### src/rtl/uart_tx_fifo.sv
// Byte FIFO feeding a UART transmitter.
// Frame format: start bit, 8 data bits LSB first, even parity bit, stop bit.
module uart_tx_fifo #(
    parameter int CLKS_PER_BIT = 864,
    parameter int FIFO_DEPTH   = 16,
    parameter int ADDR_W       = 4
) (
    input  logic            clk,
    input  logic            reset,
    input  logic [7:0]      din,
    input  logic            din_valid,
    output logic            Tx_D,
    output logic            tx_busy,
    output logic            fifo_empty,
    output logic            fifo_full,
    output logic [ADDR_W:0] fifo_count,
    output logic            overflow
);
    localparam int                BAUD_W    = (CLKS_PER_BIT > 1) ? $clog2(CLKS_PER_BIT) : 1;
    localparam logic [BAUD_W-1:0] BAUD_LAST = BAUD_W'(CLKS_PER_BIT - 1);
    localparam logic [BAUD_W-1:0] BAUD_ONE  = BAUD_W'(1);
    localparam logic [ADDR_W:0]   PTR_ONE   = (ADDR_W + 1)'(1);

    typedef enum logic [2:0] {
        S_IDLE,
        S_START,
        S_DATA,
        S_PARITY,
        S_STOP
    } state_t;

    state_t            r_state;
    state_t            w_state_nxt;
    logic [7:0]        r_mem [FIFO_DEPTH];
    logic [ADDR_W:0]   r_wr_ptr;
    logic [ADDR_W:0]   r_rd_ptr;
    logic [ADDR_W:0]   r_count;
    logic              r_empty;
    logic              r_full;
    logic              r_overflow;
    logic              r_tx_d;
    logic [7:0]        r_shift;
    logic              r_parity;
    logic [2:0]        r_bit_idx;
    logic [BAUD_W-1:0] r_baud;

    logic [ADDR_W:0]   w_wr_ptr_nxt;
    logic [ADDR_W:0]   w_rd_ptr_nxt;
    logic [7:0]        w_head;
    logic              w_wr_en;
    logic              w_pop;
    logic              w_baud_done;
    logic              w_tx_d_nxt;
    logic              w_busy;

    // A full FIFO drops the incoming byte even when a pop frees a slot this cycle.
    assign w_wr_en      = din_valid && !r_full;
    assign w_wr_ptr_nxt = w_wr_en ? r_wr_ptr + PTR_ONE : r_wr_ptr;
    assign w_rd_ptr_nxt = w_pop   ? r_rd_ptr + PTR_ONE : r_rd_ptr;
    assign w_head       = r_mem[r_rd_ptr[ADDR_W-1:0]];
    assign w_baud_done  = (r_baud == BAUD_LAST);

    always_ff @(posedge clk or negedge reset) begin
        if (!reset) begin
            r_wr_ptr   <= '0;
            r_rd_ptr   <= '0;
            r_count    <= '0;
            r_empty    <= 1'b1;
            r_full     <= 1'b0;
            r_overflow <= 1'b0;
        end else begin
            // NOTE: non-blocking assignments keep every register sampling pre-edge values.
            r_wr_ptr   <= w_wr_ptr_nxt;
            r_rd_ptr   <= w_rd_ptr_nxt;
            r_count    <= w_wr_ptr_nxt - w_rd_ptr_nxt;
            r_empty    <= (w_wr_ptr_nxt == w_rd_ptr_nxt);
            r_full     <= (w_wr_ptr_nxt[ADDR_W] != w_rd_ptr_nxt[ADDR_W]) &&
                          (w_wr_ptr_nxt[ADDR_W-1:0] == w_rd_ptr_nxt[ADDR_W-1:0]);
            r_overflow <= r_overflow || (din_valid && r_full);
        end
    end

    // NOTE: storage is not reset; the pointers alone define which entries are valid.
    always_ff @(posedge clk) begin
        if (w_wr_en) begin
            r_mem[r_wr_ptr[ADDR_W-1:0]] <= din;
        end
    end

    always_ff @(posedge clk or negedge reset) begin
        if (!reset) begin
            r_state <= S_IDLE;
        end else begin
            r_state <= w_state_nxt;
        end
    end

    // NOTE: default assignment first so no path through the case can infer a latch.
    always_comb begin
        w_state_nxt = r_state;
        unique case (r_state)
            S_IDLE:   if (!r_empty)                        w_state_nxt = S_START;
            S_START:  if (w_baud_done)                     w_state_nxt = S_DATA;
            S_DATA:   if (w_baud_done && r_bit_idx == 3'd7) w_state_nxt = S_PARITY;
            S_PARITY: if (w_baud_done)                     w_state_nxt = S_STOP;
            S_STOP:   if (w_baud_done)                     w_state_nxt = S_IDLE;
            default:                                       w_state_nxt = S_IDLE;
        endcase
    end

    always_comb begin
        w_pop      = 1'b0;
        w_busy     = 1'b1;
        w_tx_d_nxt = 1'b1;
        unique case (r_state)
            S_IDLE: begin
                w_pop  = !r_empty;
                w_busy = !r_empty;
            end
            S_START:  w_tx_d_nxt = 1'b0;
            S_DATA:   w_tx_d_nxt = r_shift[r_bit_idx];
            S_PARITY: w_tx_d_nxt = r_parity;
            S_STOP:   w_tx_d_nxt = 1'b1;
            default:  w_busy     = 1'b0;
        endcase
    end

    // The line driver is registered, so Tx_D trails the state by one cycle.
    always_ff @(posedge clk or negedge reset) begin
        if (!reset) begin
            r_tx_d    <= 1'b1;
            r_shift   <= '0;
            r_parity  <= 1'b0;
            r_bit_idx <= '0;
            r_baud    <= '0;
        end else begin
            r_tx_d <= w_tx_d_nxt;
            if (w_pop) begin
                r_shift  <= w_head;
                r_parity <= ^w_head;
            end
            if (r_state == S_IDLE || w_baud_done) begin
                r_baud <= '0;
            end else begin
                r_baud <= r_baud + BAUD_ONE;
            end
            if (r_state == S_IDLE) begin
                r_bit_idx <= '0;
            end else if (r_state == S_DATA && w_baud_done) begin
                r_bit_idx <= r_bit_idx + 3'd1;
            end
        end
    end

    assign Tx_D       = r_tx_d;
    assign tx_busy    = w_busy;
    assign fifo_empty = r_empty;
    assign fifo_full  = r_full;
    assign fifo_count = r_count;
    assign overflow   = r_overflow;

endmodule

### config.mk
export PLATFORM = sky130hd
export DESIGN_NAME = uart_tx_fifo
export DESIGN_NICKNAME = d
export VERILOG_FILES = /design/src/rtl/uart_tx_fifo.sv
export SDC_FILE = /design/constraint.sdc
export NUM_CORES = 1
export LEC_CHECK = 0
export BUFFER_PORTS_ARGS = -buffer_cell sky130_fd_sc_hd__buf_2
export CAP_MARGIN = 30
export CORE_MARGIN = 2
export CORE_UTILIZATION = 48
export DETAILED_ROUTE_END_ITERATION = 8
export PLACE_DENSITY_LB_ADDON = 0.08
export SLEW_MARGIN = 20
export SYNTH_ARGS = -nofsm -noshare
export SYNTH_HDL_FRONTEND = slang
export SYNTH_SLANG_ARGS = --single-unit
### constraint.sdc
create_clock -name clk -period 3.5 [get_ports clk]
set_clock_uncertainty 0.2 [all_clocks]
set_input_delay 0.35 -clock clk [delete_from_list [all_inputs] [get_ports clk]]
set_output_delay 0.35 -clock clk [all_outputs]
set_load 0.01 [all_outputs]
==> run_results.csv, run 1 <==
group,metric,value,unit
worst_setup_path,crit_chain,"dlygate4sd3_1 > buf_2 > nor2b_1 > mux2i_1 > and2b_1 > nor2_1 > ha_1 > nor2_2 > maj3_1 > maj3_2 > xnor2_1",
detailed_routing,drt_wl_total,12.9,mm
floorplan,ios,21,
worst_setup_path,r2r_setup_slack,630,ps
worst_setup_path,cp_slowest_cell,"dlygate4sd3_1",
worst_setup_path,slowest_delay,520,ps
cells_and_area,finalNonFillerCells,642,
worst_setup_path,r2r_start,"fifo_full",
placement,post-place-ws,531,ps
logic_synthesis,ys_warn_count,0,
worst_setup_path,required,3600,ps
detailed_routing,ant_nets,0,
detailed_routing,routed_via_density,5.53,
cts,cts_tree,"yes",
cells_and_area,n_antenna_cell,0,
placement,hpwl,8.66,mm
sta,worst_pin_slew,958,ps
power_and_ir_drop,power.internal,3.56,mW
logic_synthesis,synthAdderAreaFrac,0.0205,
cells_and_area,layout_commonest_cell,"edfxtp_1",
sta,fin_crit_sh,0.866,
detailed_routing,drc,0,
sta,finalSetupViolCount,0,
worst_setup_path,end_kind,"register",
floorplan,rows,44,
logic_synthesis,synth_area_per_cell,17.3,sq um
global_route,track_usage,0.178,
cts,numCtsBuffers,17,
global_route,grt_remaining_overflow,0,
global_route,grt_antenna_before_repair,0,
cts,cts-root-buf,"clkbuf_16",
hold_path,worstHoldStart,"din[1]",
hold_path,hold_depth,1,
worst_setup_path,reg2reg_depth,9,
power_and_ir_drop,power_density,602,mW/mm^2
worst_setup_path,path_delay_family,"simple AND/OR/NAND/NOR gates",
logic_synthesis,synthArstFlopShare,0.256,
sta,relSlewSlack,0.359,
detailed_routing,drt-initial-drc-count,204,
logic_synthesis,seq_area_frac_synth,0.694,
worst_setup_path,r2r_end,"fifo_count[4]",
sta,rsz0062_at_grt,"false",
power_and_ir_drop,peakVddDrop,376,uV
global_route,first_global_vias,3768,
cells_and_area,num-nets-final,466,
hold_path,whs_endpoint,"r_mem[1][1]",
hold_path,hp-class,"in -> reg",
sta,fmax,330,MHz
cells_and_area,layout_common_cells,"edfxtp_1, dfrtp_1, nor2_1",
power_and_ir_drop,power_frac_clock,0.339,
floorplan,initial_core_util,0.490,
sta,setup_ws,469,ps
logic_synthesis,synth-seq-cells,172,
status,status,"finished, final reports clean",
sta,setup_tns,0,ps
global_route,grt_pass1_wl,21.0,mm
power_and_ir_drop,power.switching,1.22,mW
floorplan,core_area,0.0145,sq mm
logic_synthesis,synthCells,413,
placement,dp_cells,608,
power_and_ir_drop,swShare,0.255,
cells_and_area,area_growth,11.5,%
floorplan,die_w,126,um
logic_synthesis,synth_compound_area_frac,0.0298,
cells_and_area,nFillCells,1175,
cts,clock-sinks,172,
placement,io_buffers,20,
power_and_ir_drop,p_leak,2.88,nW
logic_synthesis,synth_ff_type,"edfxtp_1",
detailed_routing,drtPass1Iterations,4,
logic_synthesis,synthesis.area,0.00713,sq mm
cells_and_area,seqCellArea,0.00495,sq mm
worst_setup_path,path_class,"in -> reg",
logic_synthesis,synth_edf_count,128,
power_and_ir_drop,power_frac_seq,0.525,
worst_setup_path,cp_max_fo,7,
job,cap_violations,0,
sta,min_period,3030,ps
cts,cts_setup_buffers,0,
detailed_routing,route.vias.total,3553,
floorplan,dieArea,0.0158,sq mm
worst_setup_path,start_kind,"input port",
cells_and_area,multi_input_comb_area,0.00198,sq mm
logic_synthesis,synth_top_family_by_area,"multiplexers",
cts,ctsHtreeMaxLevel,4,
detailed_routing,routedWlPerCell,20.1,um
logic_synthesis,synth.area.mux_share,0.133,
global_route,grt_max_degree,35,
cts,clk_path_buf_depth,2,
power_and_ir_drop,combPwrFrac,0.135,
placement,gp_congestion,0.755,
cts,clock_latency,420,ps
cts,worst_setup_hold_path_clk_slew,60,ps
sta,slew_viol_final,0,
sta,hold_viol,0,
logic_synthesis,synth_xor_area_frac,0.0369,
worst_setup_path,worst_ep_arrival_time,3130,ps
logic_synthesis,syn_nets,434,
worst_setup_path,worst-path-buf-inv,2,
logic_synthesis,synthSimpleGateAreaFrac,0.0574,
logic_synthesis,ys_types,41,
cells_and_area,drive_above_1_share,0.214,
floorplan,die_h,126,um
[through the flow]
stage          hold WS, ps  instance area [sq um]  power, mW   util
6_report               110                   7950       4.78  0.547
5_1_grt                116                   7950       5.01  0.547
2_1_floorplan         -146                   7130       2.98      -
3_3_place_gp           236                   7400       3.19  0.509
4_1_cts                101                   7950       4.82  0.547
3_5_place_dp          61.0                   7420       3.21  0.511
[how the worst max path moves through the flow]
stage | start | end | slack, ps | depth (start not counted)
3_3_place_gp | din_valid | fifo_count[4] | 610 | 10
2_1_floorplan | r_state[2] | fifo_count[4] | 740 | 11
3_5_place_dp | din_valid | fifo_count[4] | 530 | 10
4_1_cts | din_valid | fifo_count[4] | 440 | 11
5_1_grt | din_valid | fifo_count[4] | 250 | 11
6_report | din_valid | fifo_count[4] | 470 | 11
[sequential cells by signal, summed over array words and instances (netlist names)]
signal / cells
Tx_D: 1
fifo_count: 5
fifo_empty: 1
fifo_full: 1
overflow: 1
r_baud: 10
r_bit_idx: 3
r_mem: 128
r_parity: 1
r_rd_ptr: 5
r_shift: 8
r_state: 3
r_wr_ptr: 5
[timing repair]
action                                 4_1_cts  5_1_grt
gates resized for setup                      0        0
hold buffers                                 2        0
endpoints found under the hold margin       43        0
[per-layer routing]
| metal | wire length, um | vias up | share of wire | track usage |
|---|---|---|---|---|
| met5 | 0 | - | 0 | 0 |
| met3 | 663 | 19 | 0.051 | 0.0480 |
| met2 | 6310 | 72 | 0.49 | 0.286 |
| met4 | 224 | 0 | 0.017 | 0.0569 |
| li1 | - | 1635 | - | - |
| met1 | 5690 | 1827 | 0.44 | 0.239 |
[cell type report]
type,count,share of cell area
repair buffers,32,0.0277
well taps,184,0.0290
inverters,16,0.00756
multi-input cells,206,0.249
flip-flops and latches,172,0.623
clock buffers,17,0.0535
clock inverters,15,0.0104
[power by group through the flow]
| stage | Clock, mW | Combinational [mW] | Sequential [mW] |
|---|---|---|---|
| 6_report | 1.62 | 0.647 | 2.51 |
| 5_1_grt | 1.74 | 0.733 | 2.54 |
| 4_1_cts | 1.65 | 0.660 | 2.52 |
| 3_5_place_dp | 0 | 0.656 | 2.55 |
| 3_3_place_gp | 0 | 0.644 | 2.54 |
| 2_1_floorplan | 0 | 0.447 | 2.54 |
[Yosys cell counts, types with 6 or more instances]
cell | count | area (sq um)
a22oi_1 | 16 | 120
nor2_1 | 38 | 143
nand2_1 | 20 | 75.1
mux4_2 | 23 | 518
nand3_1 | 6 | 30.0
mux4_1 | 11 | 289
nor3_1 | 6 | 30.0
mux2_2 | 10 | 113
inv_1 | 16 | 60.1
xnor2_1 | 20 | 175
ha_1 | 10 | 125
edfxtp_1 | 128 | 3840
xor2_1 | 10 | 87.6
dfrtp_1 | 42 | 1050
[logic make-up after synthesis]
kind of cell	after synthesis
xor+xnor	30
buf+inv	35
flops	172
simple gates	88
mux	47
fa+ha+maj	12
compound gates	29
No activity file was read; power rests on OpenSTA's default activity.
==> run 2: changes to the inputs <==
--- a/config.mk
+++ b/config.mk
@@ -8,7 +8,7 @@
 export BUFFER_PORTS_ARGS = -buffer_cell sky130_fd_sc_hd__buf_2
 export CAP_MARGIN = 30
 export CORE_MARGIN = 2
-export CORE_UTILIZATION = 48
+export CORE_UTILIZATION = 55
 export DETAILED_ROUTE_END_ITERATION = 8
 export PLACE_DENSITY_LB_ADDON = 0.08
 export SLEW_MARGIN = 20
==> run_results.csv, run 2 (synthesized netlist as in run 1, its figures left out) <==
group,metric,value,unit
floorplan,dieArea,0.0139,sq mm
detailed_routing,routedWlPerCell,20.0,um
power_and_ir_drop,power_density,619,mW/mm^2
worst_setup_path,crit_path_start,"din_valid",
worst_setup_path,crit_end,"fifo_count[4]",
cts,post_cts_resized,0,
sta,slew_viol_final,0,
detailed_routing,drtPass1Iterations,4,
sta,setup_tns,0,ps
worst_setup_path,crit_cells,11,
cts,clk_path_buf_depth,2,
global_route,gr-usage-met1,0.269,
detailed_routing,drc,0,
sta,relSlewSlack,0.374,
cts,clock-sinks,172,
cts,cts-root-buf,"clkbuf_16",
worst_setup_path,cp_slowest_cell,"dlygate4sd3_1",
sta,fin_crit_sh,0.872,
hold_path,hp-class,"in -> reg",
sta,finalSetupViolCount,0,
cells_and_area,largest_reg_flops,128,
cells_and_area,area_growth,12.8,%
floorplan,die_h,118,um
global_route,grt_remaining_overflow,0,
cells_and_area,drive_above_1_share,0.224,
power_and_ir_drop,p_total,4.98,mW
sta,worst_pin_slew,936,ps
placement,hpwl,8.40,mm
worst_setup_path,required,3600,ps
placement,gp_congestion,0.776,
detailed_routing,drt-initial-drc-count,222,
worst_setup_path,r2r_end,"fifo_count[4]",
cts,clock_latency,420,ps
worst_setup_path,start_kind,"input port",
detailed_routing,routed_via_density,5.58,
cts,worst_setup_hold_path_clk_slew,70,ps
global_route,top_usage_layer,"met2",
floorplan,ios,21,
worst_setup_path,r2r_setup_slack,590,ps
worst_setup_path,worst_ep_arrival_time,3150,ps
global_route,grt_antenna_before_repair,0,
cts,cts_tree,"yes",
detailed_routing,drt_wl_total,12.7,mm
floorplan,initial_core_util,0.565,
detailed_routing,ant_nets,0,
placement,post-place-ws,571,ps
cells_and_area,num-nets-final,472,
cells_and_area,layout_commonest_cell,"edfxtp_1",
global_route,grt_max_degree,45,
cells_and_area,n_antenna_cell,0,
worst_setup_path,crit_chain,"dlygate4sd3_1 > buf_2 > nor2b_1 > mux2i_1 > and2b_1 > nor2_1 > ha_1 > nor2_2 > maj3_1 > maj3_2 > xnor2_1",
worst_setup_path,cp_max_fo,7,
sta,min_period,3050,ps
detailed_routing,route.vias.total,3552,
sta,rsz0062_at_grt,"false",
placement,io_buffers,20,
global_route,track_usage,0.197,
worst_setup_path,path_delay_family,"simple AND/OR/NAND/NOR gates",
cells_and_area,layout_common_cells,"edfxtp_1, dfrtp_1, nor2_1",
status,status,"finished, final reports clean",
sta,hold_viol,0,
job,cap_violations,0,
power_and_ir_drop,p_leak,2.95,nW
sta,setup_ws,449,ps
cts,cts_setup_buffers,0,
global_route,first_global_vias,3642,
worst_setup_path,r2r_start,"r_state[1]",
worst_setup_path,path_class,"in -> reg",
hold_path,hold_depth,1,
sta,fmax,328,MHz
floorplan,rows,41,
global_route,grt_pass1_wl,20.2,mm
worst_setup_path,worst-path-buf-inv,2,
global_route,gr-usage-met2,0.316,
worst_setup_path,slowest_delay,520,ps
worst_setup_path,reg2reg_depth,9,
power_and_ir_drop,peakVddDrop,480,uV
worst_setup_path,end_kind,"register",
cts,numCtsBuffers,17,
cts,ctsHtreeMaxLevel,4,
floorplan,die_w,118,um
hold_path,worstHoldStart,"din[7]",
global_route,use_met3,0.0509,
floorplan,core_area,0.0126,sq mm
[run 2: changes by cell type in the layout (fill, tap and decap cells not counted), sizes merged]
cell	change
buf	+6
clkbuf	+5
bufinv	+1
inv	+6
clkinvlp	-4
clkinv	-8
[run 2: worst min path at each step]
stage,endpoint,slack (ps)
3_3_place_gp,overflow,240
6_report,r_mem[3][7],110
3_5_place_dp,overflow,240
2_1_floorplan,fifo_count[0],-150
5_1_grt,r_mem[7][6],110
4_1_cts,r_mem[3][7],100
[run 2: timing repair]
| item | CTS | global route |
|---|---|---|
| endpoints found under the setup margin | 0 | 0 |
| endpoints found under the hold margin | 43 | 0 |
| hold buffers | 2 | 0 |
[run 2: stage by stage]
| step | area, sq um | hold slack [ps] | utilization | cells |
|---|---|---|---|---|
| detailed placement | 7400 | 244 | 0.586 | 597 |
| finish | 8040 | 112 | 0.637 | 636 |
| CTS | 7990 | 103 | 0.633 | 631 |
| global placement | 7400 | 240 | 0.586 | 597 |
| floorplan | 7130 | -146 | - | 413 |
| global route | 8040 | 115 | 0.637 | 636 |
[run 2: cell type report]
class                           instances  area (sq um)
Clock inverter                         10           104
Timing Repair Buffer                   38           265
Sequential cell                       172          4950
Multi-Input combinational cell        206          1980
Clock buffer                           22           465
Tap cell                              172           215
Fill cell                             932          4580
Inverter                               16          60.1
[run 2: layer usage]
metal / vias to the layer above / wire (um)
met1: 1820 / 5860
met5: - / 0
met3: 7 / 459
li1: 1659 / -
met4: 0 / 102
met2: 66 / 6300
[run 2: power breakdown]
group	internal [mW]	switching, mW
Clock	1.04	0.766
Combinational	0.261	0.400
Sequential	2.43	0.0870
==> run 3: changes to the inputs <==
--- a/config.mk
+++ b/config.mk
@@ -5,6 +5,7 @@
 export SDC_FILE = /design/constraint.sdc
 export NUM_CORES = 1
 export LEC_CHECK = 0
+export ABC_AREA = 1
 export BUFFER_PORTS_ARGS = -buffer_cell sky130_fd_sc_hd__buf_2
 export CAP_MARGIN = 30
 export CORE_MARGIN = 2
==> constraint.sdc (replaced) <==
create_clock -name clk -period 3.4 [get_ports clk]
set_clock_uncertainty 0.2 [all_clocks]
set_input_delay 0.34 -clock clk [delete_from_list [all_inputs] [get_ports clk]]
set_output_delay 0.34 -clock clk [all_outputs]
set_load 0.01 [all_outputs]
==> run_results.csv, run 3 <==
group,metric,value,unit
status,status,"finished, final reports clean",
placement,gp_congestion,0.883,
hold_path,worstHoldStart,"din[5]",
sta,rsz0062_at_grt,"false",
detailed_routing,routed.top_layer,"met4",
power_and_ir_drop,peakVddDrop,378,uV
sta,hold_viol,0,
placement,hpwl,10.7,mm
detailed_routing,wl_met2,8.00,mm
cells_and_area,layout_common_cells,"nand2_1, inv_1, edfxtp_1",
power_and_ir_drop,swShare,0.257,
detailed_routing,routedLengthMet1,7.85,mm
logic_synthesis,synthTopCellsByArea,"edfxtp_1, dfrtp_1, nand2_1",
global_route,grt_max_degree,68,
logic_synthesis,synth_ff_type,"edfxtp_1",
logic_synthesis,synthCells,844,
worst_setup_path,cp_max_fo,14,
detailed_routing,drt_wl_total,16.9,mm
sta,setup_ws,839,ps
worst_setup_path,r2r_start,"r_state[2]",
detailed_routing,route.vias.total,5425,
cts,clock-sinks,172,
floorplan,core_area,0.0144,sq mm
cells_and_area,drive_above_1_share,0.0934,
logic_synthesis,synth_top_area_share,0.480,
hold_path,whs_endpoint,"r_mem[14][5]",
cells_and_area,n_antenna_cell,0,
cells_and_area,area_growth,9.81,%
worst_setup_path,path_class,"reg -> reg",
sta,setup_tns,0,ps
worst_setup_path,reg2reg_depth,15,
floorplan,die_w,125,um
placement,post-place-ws,880,ps
power_and_ir_drop,power.internal,3.84,mW
logic_synthesis,synthSimpleGateAreaFrac,0.222,
hold_path,hold_depth,1,
logic_synthesis,synthArstFlopShare,0.256,
cells_and_area,final_core_util,0.612,
logic_synthesis,ys_types,36,
global_route,grt_antenna_before_repair,0,
cells_and_area,layout_commonest_cell,"nand2_1",
detailed_routing,drt-initial-drc-count,433,
power_and_ir_drop,power.switching,1.33,mW
power_and_ir_drop,p_total,5.17,mW
logic_synthesis,ys_warn_count,0,
floorplan,initial_core_util,0.558,
placement,io_buffers,20,
detailed_routing,routed-wl-met3,855,um
global_route,first_global_vias,5310,
sta,relSlewSlack,0.358,
floorplan,dieArea,0.0155,sq mm
logic_synthesis,synth-seq-cells,172,
worst_setup_path,required,3510,ps
cts,worst_setup_hold_path_clk_slew,60,ps
worst_setup_path,cp_slowest_cell,"dfrtp_1",
detailed_routing,drtPass1Iterations,5,
sta,worst_pin_slew,960,ps
logic_synthesis,synth_xor_area_frac,0.0181,
cts,clock_latency,430,ps
logic_synthesis,seq_area_frac_synth,0.618,
logic_synthesis,synth.area.mux_share,0,
sta,min_period,2560,ps
cells_and_area,num-nets-final,886,
logic_synthesis,synth_top_family_by_area,"simple AND/OR/NAND/NOR gates",
logic_synthesis,synth_compound_area_frac,0.0331,
logic_synthesis,synth_area_per_cell,9.49,sq um
power_and_ir_drop,power_frac_seq,0.495,
worst_setup_path,worst_ep_arrival_time,2670,ps
cts,numCtsBuffers,17,
power_and_ir_drop,p_leak,4.05,nW
logic_synthesis,synthesis.area,0.00801,sq mm
worst_setup_path,slowest_delay,420,ps
logic_synthesis,synth.most_common_cell,"nand2_1",
global_route,track_usage,0.235,
floorplan,die_h,125,um
detailed_routing,routed_via_density,5.11,
logic_synthesis,synth_area_leader_cell,"edfxtp_1",
power_and_ir_drop,combPwrFrac,0.134,
worst_setup_path,start_kind,"register",
sta,fin_crit_sh,0.753,
detailed_routing,ant_nets,0,
sta,slew_viol_final,0,
hold_path,hp-class,"in -> reg",
worst_setup_path,r2r_end,"fifo_count[4]",
worst_setup_path,crit_chain,"nor2_2 > nand2_2 > nor2_4 > nand2_1 > o21a_1 > nor2_1 > inv_1 > nand2_1 > inv_1 > ha_1 > inv_1 > nand2_1 > a21oi_1 > o21ai_1 > xor2_1",
sta,whs,119,ps
sta,fmax,390,MHz
detailed_routing,routedWlPerCell,15.9,um
global_route,grt_pass1_wl,28.0,mm
logic_synthesis,synthAdderAreaFrac,0.0156,
worst_setup_path,r2r_setup_slack,840,ps
global_route,grt_remaining_overflow,0,
floorplan,rows,44,
floorplan,ios,21,
power_and_ir_drop,power_density,588,mW/mm^2
power_and_ir_drop,power_frac_clock,0.371,
cts,cts_tree,"yes",
cells_and_area,largest_reg_flops,128,
worst_setup_path,worst-path-buf-inv,3,
job,cap_violations,0,
sta,finalSetupViolCount,0,
cts,cts-root-buf,"clkbuf_16",
worst_setup_path,path_delay_family,"simple AND/OR/NAND/NOR gates",
detailed_routing,drc,0,
logic_synthesis,synth_edf_count,128,
cts,ctsHtreeMaxLevel,4,
worst_setup_path,end_kind,"register",
logic_synthesis,synthTopCellsByCount,"nand2_1, inv_1, edfxtp_1, nand3_1, nor2_1",
logic_synthesis,syn_nets,865,
cts,clk_path_buf_depth,2,
run 3: cell types whose count changed after synthesis, sizes merged, moves of 4 or more:
cell	change
nand4	-4
a21oi	+14
o21ai	+26
inv	+134
mux2	-10
xnor2	-19
nand3	+70
mux4	-34
buf	+11
nand2	+257
a22oi	-16
nor2	+21
a22o	-5
run 3: logic make-up (layout without fill, tap and decap cells):
logic type / count (synthesis) / after routing
flops: 172 / 172
simple gates: 422 / 422
xor+xnor: 14 / 14
buf+inv: 176 / 210
fa+ha+maj: 10 / 10
compound gates: 50 / 50
run 3: what timing repair did:
action,4_1_cts,5_1_grt
resized for setup,0,0
setup endpoints to repair,0,0
hold endpoints to repair,43,0
buffers inserted,0,0
hold buffers,2,0
run 3: worst max path at each step:
stage	start	end	slack [ps]	depth (start not counted)
after floorplan	r_state[2]	fifo_count[4]	1170	14
after global placement	r_rd_ptr[0]	r_parity	910	16
after detailed placement	r_rd_ptr[0]	r_parity	880	16
after CTS	r_state[2]	fifo_count[4]	830	15
after global routing	r_state[2]	fifo_count[4]	530	15
final	r_state[2]	fifo_count[4]	840	15
run 3: stage by stage:
stage | area, sq um | cells
2_1_floorplan | 8010 | 844
3_3_place_gp | 8200 | 1028
3_5_place_dp | 8200 | 1028
4_1_cts | 8790 | 1062
5_1_grt | 8800 | 1062
6_report | 8800 | 1062
run 3: area by class of cell:
class | count | area, sq um
Clock inverter | 13 | 146
Clock buffer | 19 | 433
Multi-Input combinational cell | 496 | 2310
Inverter | 152 | 573
Tap cell | 184 | 230
Timing Repair Buffer | 26 | 153
Fill cell | 1192 | 5570
Sequential cell | 172 | 4950
run 3: worst reg2reg max path: stages (launching register included):
cell	delay, ps
dfrtp_1	420
nor2_2	200
nand2_2	100
nor2_4	290
nand2_1	100
o21a_1	160
nor2_1	130
inv_1	60
nand2_1	50
inv_1	50
ha_1	190
inv_1	50
nand2_1	80
a21oi_1	140
o21ai_1	80
xor2_1	140
run 3: metal layers:
metal  vias up  GRT usage
met5         -          0
met4         0     0.0628
met3        21     0.0430
met2       125      0.373
met1      2581      0.339
li1       2698          -
run 3: power groups by stage:
stage	Sequential, mW	Combinational (mW)	Clock [mW]
CTS	2.56	0.700	1.94
floorplan	2.61	0.444	0
finish	2.56	0.693	1.92
global placement	2.59	0.679	0
detailed placement	2.60	0.688	0
global route	2.58	0.790	2.03
